`config.mk`:
```
export PLATFORM = sky130hd
export DESIGN_NAME = regfile_mp
export DESIGN_NICKNAME = d
export VERILOG_FILES = /design/src/rtl/regfile_mp.sv
export SDC_FILE = /design/constraint.sdc
export NUM_CORES = 2
export LEC_CHECK = 0
export BUFFER_PORTS_ARGS = -buffer_cell sky130_fd_sc_hd__clkbuf_2
export CORE_ASPECT_RATIO = 1.1
export CORE_MARGIN = 5
export CORE_UTILIZATION = 50
export DETAILED_ROUTE_END_ITERATION = 7
export PLACE_DENSITY = 0.67
export SLEW_MARGIN = 20
export SYNTH_ARGS = -nofsm -noshare
export SYNTH_HDL_FRONTEND = slang
export SYNTH_SLANG_ARGS = --single-unit
```
`constraint.sdc`:
```
create_clock -name clk -period 8.5 [get_ports clk]
set_input_delay 1.7 -clock clk [delete_from_list [all_inputs] [get_ports clk]]
set_output_delay 1.7 -clock clk [all_outputs]
set_load 0.05 [all_outputs]
```
`src/rtl/regfile_mp.sv`:
```
// Multi-port register file with write bypass, zero register, stack pointer,
// program counter and a per-register busy scoreboard.
module regfile_mp #(
  parameter int XLEN    = 32,
  parameter int NREGS   = 32,
  parameter int SP_IDX  = 2,
  parameter int PC_STEP = 4,
  parameter logic [XLEN-1:0] RESET_PC = '0,
  parameter logic [XLEN-1:0] RESET_SP = '0,
  localparam int AW = $clog2(NREGS)
) (
  input  logic            clk,
  input  logic            reset_b,
  input  logic [AW-1:0]   rd_addr_a,
  input  logic [AW-1:0]   rd_addr_b,
  output logic [XLEN-1:0] rd_data_a,
  output logic [XLEN-1:0] rd_data_b,
  output logic            busy_a,
  output logic            busy_b,
  input  logic            wr0_en,
  input  logic [AW-1:0]   wr0_addr,
  input  logic [XLEN-1:0] wr0_data,
  input  logic            wr1_en,
  input  logic [AW-1:0]   wr1_addr,
  input  logic [XLEN-1:0] wr1_data,
  input  logic            issue_en,
  input  logic [AW-1:0]   issue_addr,
  input  logic [1:0]      sp_op,
  input  logic [1:0]      pc_mode,
  input  logic [XLEN-1:0] pc_data,
  output logic [XLEN-1:0] program_counter,
  output logic [XLEN-1:0] stack_pointer,
  input  logic            err_clr,
  output logic            err_zero_wr,
  output logic            err_collision,
  output logic            err_illegal
);

  localparam logic [AW-1:0]   SP_A     = AW'(SP_IDX);
  localparam logic [XLEN-1:0] SP_DELTA = XLEN'(XLEN / 8);
  localparam logic [XLEN-1:0] PC_INC   = XLEN'(PC_STEP);

  logic [XLEN-1:0] regs [NREGS];
  logic [NREGS-1:0] busy;
  logic [NREGS-1:0] busy_nxt;

  logic            wr0_live, wr1_live;
  logic            sp_wr, sp_move, sp_upd;
  logic [XLEN-1:0] sp_cur, sp_next;
  logic            ev_zero, ev_coll, ev_ill;

  assign wr0_live = wr0_en && (wr0_addr != '0);
  assign wr1_live = wr1_en && (wr1_addr != '0);
  assign sp_wr    = (wr0_en && (wr0_addr == SP_A)) || (wr1_en && (wr1_addr == SP_A));
  assign sp_move  = (sp_op == 2'b01) || (sp_op == 2'b10);
  assign sp_upd   = sp_move && !sp_wr;
  assign sp_cur   = regs[SP_IDX];

  always_comb begin
    sp_next = sp_cur;
    case (sp_op)
      2'b01:   sp_next = sp_cur - SP_DELTA;
      2'b10:   sp_next = sp_cur + SP_DELTA;
      default: sp_next = sp_cur;
    endcase
  end

  // Bypass priority: wr1, then wr0, then pending SP arithmetic, then storage.
  function automatic logic [XLEN-1:0] read_port(
    input logic [AW-1:0]   addr,
    input logic            w1, input logic [AW-1:0] a1, input logic [XLEN-1:0] d1,
    input logic            w0, input logic [AW-1:0] a0, input logic [XLEN-1:0] d0,
    input logic            spu, input logic [XLEN-1:0] spn,
    input logic [XLEN-1:0] stored
  );
    logic [XLEN-1:0] r;
    r = stored;
    if (addr == '0)                    r = '0;
    else if (w1 && (a1 == addr))       r = d1;
    else if (w0 && (a0 == addr))       r = d0;
    else if (spu && (addr == SP_A))    r = spn;
    return r;
  endfunction

  always_comb begin
    rd_data_a = read_port(rd_addr_a, wr1_en, wr1_addr, wr1_data, wr0_en, wr0_addr,
                          wr0_data, sp_upd, sp_next, regs[rd_addr_a]);
    rd_data_b = read_port(rd_addr_b, wr1_en, wr1_addr, wr1_data, wr0_en, wr0_addr,
                          wr0_data, sp_upd, sp_next, regs[rd_addr_b]);
  end

  assign busy_a        = busy[rd_addr_a];
  assign busy_b        = busy[rd_addr_b];
  assign stack_pointer = regs[SP_IDX];

  assign ev_zero = (wr0_en && (wr0_addr == '0)) || (wr1_en && (wr1_addr == '0));
  assign ev_coll = (wr0_live && wr1_live && (wr0_addr == wr1_addr)) || (sp_wr && sp_move);
  assign ev_ill  = (sp_op == 2'b11) || (pc_mode == 2'b11);

  always_comb begin
    busy_nxt = busy;
    if (wr0_live) busy_nxt[wr0_addr] = 1'b0;
    if (wr1_live) busy_nxt[wr1_addr] = 1'b0;
    if (issue_en && (issue_addr != '0)) busy_nxt[issue_addr] = 1'b1;
    busy_nxt[0] = 1'b0;
  end

  always_ff @(posedge clk or negedge reset_b) begin
    if (!reset_b) begin
      for (int i = 0; i < NREGS; i++) regs[i] <= (i == SP_IDX) ? RESET_SP : '0;
    end else begin
      if (wr0_live) regs[wr0_addr] <= wr0_data;
      if (wr1_live) regs[wr1_addr] <= wr1_data;
      if (sp_upd)   regs[SP_IDX]   <= sp_next;
    end
  end

  always_ff @(posedge clk or negedge reset_b) begin
    if (!reset_b) begin
      busy            <= '0;
      program_counter <= RESET_PC;
      err_zero_wr     <= 1'b0;
      err_collision   <= 1'b0;
      err_illegal     <= 1'b0;
    end else begin
      busy <= busy_nxt;
      case (pc_mode)
        2'b01:   program_counter <= program_counter + PC_INC;
        2'b10:   program_counter <= pc_data;
        default: program_counter <= program_counter;
      endcase
      // A fresh event outranks a simultaneous clear.
      err_zero_wr   <= (err_zero_wr   && !err_clr) || ev_zero;
      err_collision <= (err_collision && !err_clr) || ev_coll;
      err_illegal   <= (err_illegal   && !err_clr) || ev_ill;
    end
  end

endmodule

```
Word level (Yosys, flattened, before mapping)
Cells that the tools add are included.
{"block": "totals", "reg_bits": 1090, "word_cells": 159, "inputBits": 131, "out_inout_bits": 133}
{"block": "op_classes", "add_sub_neg": 3, "bitwise_logic": 9, "eq_ne": 15, "reduce_logical": 43, "order_cmp": 14, "mux": 38}
{"operator": "$bwmux W1024", "count": 2}
{"operator": "$mux W1024", "count": 2}
{"operator": "$mux W32", "count": 18}
{"operator": "$bmux W32 S5", "count": 2}
{"operator": "$demux W32 S5", "count": 2}
{"operator": "$pmux W32 S2", "count": 2}
{"operator": "$add A32 B3 Y32 const B", "count": 2}
{"operator": "$and A32 B32 Y32", "count": 2}
{"operator": "$not A32 Y32", "count": 2}
{"operator": "$or A32 B32 Y32", "count": 1}
{"operator": "$sub A32 B3 Y32 const B", "count": 1}
{"operator": "$lt A5 B6 Y1 const B", "count": 5}
{"operator": "$eq A5 B5 Y1", "count": 5}
{"operator": "$logic_and A1 B1 Y1", "count": 25}
{"operator": "$ge A6 B6 Y1 const B", "count": 4}
{"operator": "$not A5 Y6", "count": 4}
{"operator": "$eq A5 B2 Y1 const B", "count": 4}
{"operator": "$logic_not A5 Y1", "count": 4}
{"operator": "$demux W1 S5", "count": 3}
{"operator": "$ge A5 B1 Y1 const B", "count": 3}
{"operator": "$reduce_bool A5 Y1", "count": 3}
{"operator": "$lt A6 B1 Y1 const B", "count": 2}
{"operator": "$bmux W1 S5", "count": 2}
{"operator": "$eq A2 B2 Y1 const B", "count": 4}
{"operator": "5 further kinds", "count": 18}

Longest topological paths before layout
{"block": "depth", "depth_word": 11, "depth_mapped": 13}

Least setup slack after synthesis
OpenSTA, ideal clock, no wires.
{"block": "synth_path", "path_type": "input-to-output", "start": "input port sp_op[0]", "end": "output port rd_data_b[25]", "path_slack_ns": 1.122, "t_required_ns": 6.800, "cell_stages": 13, "arrival_ns": 5.678, "cell_sequence": "inv_1 ha_1 inv_1 ha_1 clkbuf_1 a21o_1 a21o_1 a21o_1 a221o_1 a31oi_2 o21ai_0 xnor2_1 a221oi_1"}
{"block": "synth_via", "elab_chain_cells": 8}
{"element": "from (decl)", "line_no": "28", "text": "input logic [1:0] sp_op,"}
{"element": "$eq A2 B1 Y1 or $eq A2 B2 Y1 (tied branches)", "line_no": "55, 61"}
{"element": "$logic_or A1 B1 Y1", "line_no": "55", "text": "assign sp_move = (sp_op == 2'b01) || (sp_op == 2'b10);"}
{"element": "$logic_and A1 B1 Y1", "line_no": "56", "text": "assign sp_upd = sp_move && !sp_wr;"}
{"element": "$logic_and A1 B1 Y1", "line_no": "81", "text": "else if (spu && (addr == SP_A)) r = spn;"}
{"element": "$mux W32 (*)", "line_no": "81"}
{"element": "$mux W32 (*)", "line_no": "80", "text": "else if (w0 && (a0 == addr)) r = d0;"}
{"element": "$mux W32 (*)", "line_no": "79", "text": "else if (w1 && (a1 == addr)) r = d1;"}
{"element": "$mux W32 (*)", "line_no": "78", "text": "if (addr == '0) r = '0;"}
{"element": "to (decl)", "line_no": "17", "text": "output logic [XLEN-1:0] rd_data_b,"}
Mark *: on every way between the ends. The rest lies on a longest branch, timed or not.

Worst setup path after layout
{"block": "layout_path", "start": "input port sp_op[0]", "end": "output port rd_data_b[29]"}
Same word-level chain as after synthesis.

==> results.sh <==
export IMPL_worst_ep_arrival_time_ps=6150
export IMPL_crit_path_end_kind="output pin"
export IMPL_io_pins=264
export IMPL_clockPowerShare_pct=26.7
export IMPL_wirelength_um=290000
export IMPL_cp_top_family="compound AO/OA/AOI/OAI gates"
export IMPL_power_frac_comb_pct=34.8
export IMPL_first_pass_iters=8
export IMPL_fin_area_um2=77200
export IMPL_ys_ff_latch=1090
export IMPL_switching_power_mw=7.61
export IMPL_dieHeight_um=406
export IMPL_start_util_pct=50.2
export IMPL_drcViolationCount=13
export IMPL_grt_max_degree=165
export IMPL_fin_util_pct=54.5
export IMPL_final_cell_mix="1090 x dfrtp_1, 942 x mux2i_1, 890 x nor2_1, 870 x a21oi_1, 653 x mux4_2"
export IMPL_synth_fp_nets=6878
export IMPL_synth_edf_count=0
export IMPL_totalPowerFinal_mw=20.6
export IMPL_crit_fanout=18
export IMPL_dieArea_um2=150000
export IMPL_fin_skew_ps=40.4
export IMPL_final_common_cell="dfrtp_1"
export IMPL_portBuffers=263
export IMPL_htree_levels=3
export IMPL_outcome="complete, but fails checks"
export IMPL_yosysSeqAreaShare_pct=38.3
export IMPL_finalMaxSlewViolations=0
export IMPL_max_slew_worst_pin_slew_ps=1300
export IMPL_antenna_found_initial=19
export IMPL_cts_buffer_depth=3
export IMPL_slowest_delay_ps=740
export IMPL_ir_drop_mv=0.195
export IMPL_syn_cell_area_um2=71200
export IMPL_worst_hold_path_type="register to register"
export IMPL_clk_pin_slew_ps=60
export IMPL_cp_cell_sequence="clkbuf_2, inv_1, ha_1, inv_1, ha_1, a21o_1, a31o_2, o211ai_1, nand3_1, a31oi_2, o31ai_1, mux2i_1, o21ai_0, clkbuf_2"
export IMPL_syn_inst=6710
export IMPL_clock_sinks=1090
export IMPL_die_w_um=370
export IMPL_power_internal_mw=13.0
export IMPL_async_flop_share_pct=100
export IMPL_syn_area_per_cell_um2=10.6
export IMPL_yosys_warnings=0
export IMPL_swShare_pct=37.0
export IMPL_vias_per_cell=7.11
export IMPL_setup_viol=0
export IMPL_critical_path_required_ps=6800
export IMPL_cp_slowest_cell="o21ai_0"
export IMPL_vias=59700
export IMPL_post_route_min_period_ps=7850
export IMPL_dp_hpwl_um=171000
export IMPL_ant_nets=0
export IMPL_drtIter0Drc=10400
export IMPL_postCtsSetupRepairBufs=0
export IMPL_nFillCells=12000
export IMPL_period_share_pct=92.3
export IMPL_grt_overflow=0
export IMPL_maxCapViolCount=0
export IMPL_violations="design-rule violations"
export IMPL_max_freq_mhz=127
export IMPL_worst_hold_slack_ps=396
export IMPL_power_density_nw_per_um2=266
export IMPL_area_growth_syn_to_layout_pct=8.52
export IMPL_hold_viol_final=0
export IMPL_fin_tns_setup_ps=0
export IMPL_grt_first_pass_wirelength_um=412000
export IMPL_grt_usage_pct=37.8
export IMPL_yosys_cell_types_count=79
export IMPL_cts_resized=0
export IMPL_critical_path_buf_inv_count=4
export IMPL_root_buffer="clkbuf_16"
export IMPL_slew_headroom_pct=13.5
export IMPL_ys_flop_type="dfrtp_1"
export IMPL_drive_gt1_share_pct=21.5
export IMPL_num_rows=145
export IMPL_path_class="input pin to output pin"
export IMPL_wl_per_cell_um=34.5
export IMPL_p_leak_nw=33.6
export IMPL_cp_start_kind="input pin"
export IMPL_place_area_um2=73200
export IMPL_final_net_count=6548
export IMPL_clk_insertion_delay_late_ps=770
export IMPL_cts_tree="yes"
export IMPL_hold_buffers=0
export IMPL_rsz0062_at_grt="false"
export IMPL_grt_pass1_vias=56800
export IMPL_gp_congestion=0.982
export IMPL_coreArea_um2=142000
export IMPL_pwr_share_seq_pct=38.5
export IMPL_numCtsBuffers=114
## metal layers
layer / part of all wire [%] / wire length (µm) / global-route usage, % / vias up
met4: 7.7 / 22400 / 23.4 / 18
met5: 0.15 / 421 / 1.11 / -
met3: 14 / 41400 / 14.4 / 1242
met2: 42 / 123000 / 54.6 / 4700
li1: - / - / - / 24000
met1: 35 / 102000 / 48.1 / 29700
## cell families after synthesis
kind of cell	count (synthesis)	synth area share [%]
fa+ha+maj	37	0.661
compound gates	1544	12.5
mux	1605	34.1
buf+inv	922	5.58
xor+xnor	50	0.615
flops	1090	38.3
simple gates	1462	8.30
## power groups by stage
stage | sequential [mW] | combinational (mW) | clock [mW]
2_1_floorplan | 7.52 | 5.23 | 0
3_3_place_gp | 7.79 | 6.87 | 0
3_5_place_dp | 7.90 | 7.00 | 0
4_1_cts | 7.82 | 7.01 | 5.49
5_1_grt | 8.03 | 7.58 | 5.69
6_report | 7.92 | 7.16 | 5.49
## cell type report
type | instances | area (µm²) | share of cell area (%)
Sequential cell | 1090 | 27300 | 35.3
Tap cell | 1911 | 2390 | 3.10
Antenna cell | 14 | 35.0 | 0.0454
Multi-Input combinational cell | 4698 | 40400 | 52.3
Clock buffer | 156 | 3290 | 4.26
Clock inverter | 52 | 703 | 0.910
Inverter | 29 | 109 | 0.141
Timing Repair Buffer | 447 | 3070 | 3.97
## registers in the layout (all words and copies together) (netlist names)
signal and cells:
regs 992, err_collision 1, program_counter 32, busy 31, err_illegal 1, stack_pointer 32
err_zero_wr 1
## cells in the mapped netlist (all sizes together) (4+ instances only)
cell type     n  area [µm²]
dfrtp      1090       27300
mux2i       942        9430
nor2        904        3400
a21oi       870        4350
mux4        653       14700
clkbuf      586        2210
nand2       376        1420
o21ai       320        1610
buf         307        1650
a32oi        80         701
nor3         37         190
ha           36         450
nand3        34         170
xor2         32         280
inv          29         109
o22ai        26         163
a211oi       25         188
and3         23         144
a31oi        22         150
o211ai       22         165
a21o         20         150
a22oi        20         150
a221oi       19         179
a32o         19         190
nor2b        18         113
xnor2        18         158
o221ai       16         140
nand4        14        87.6
o22a         13         114
o21a         12        90.1
or3          12        75.1
nor4         11        75.1
a211o        10        87.6
and2         10        62.6
mux2         10         113
nand2b        8        50.1
o31ai         8        60.1
nor3b         5        37.5
o21bai        5        37.5
a31o          4        35.0
o2bb2ai       4        35.0
o311ai        4        42.6
## worst paths after layout
check,from,end,slack [ps],depth (start not counted)
max,sp_op[0],rd_data_b[29],650,14
min,regs[1015],regs[1015],400,0
max reg2reg,stack_pointer[2],stack_pointer[28],4590,9
min reg2reg,regs[1015],regs[1015],400,0
max in group asynchronous,reset_b,regs[242],5660,3
min in group asynchronous,reset_b,regs[68],1000,1
## stage by stage
step                      cells  setup WS, ps
after floorplan            6710          1120
after global placement     8173           820
after detailed placement   8173           745
after CTS                  8381           719
after global routing       8386           553
final                      8397           655
(Power assumes the default switching activity.)
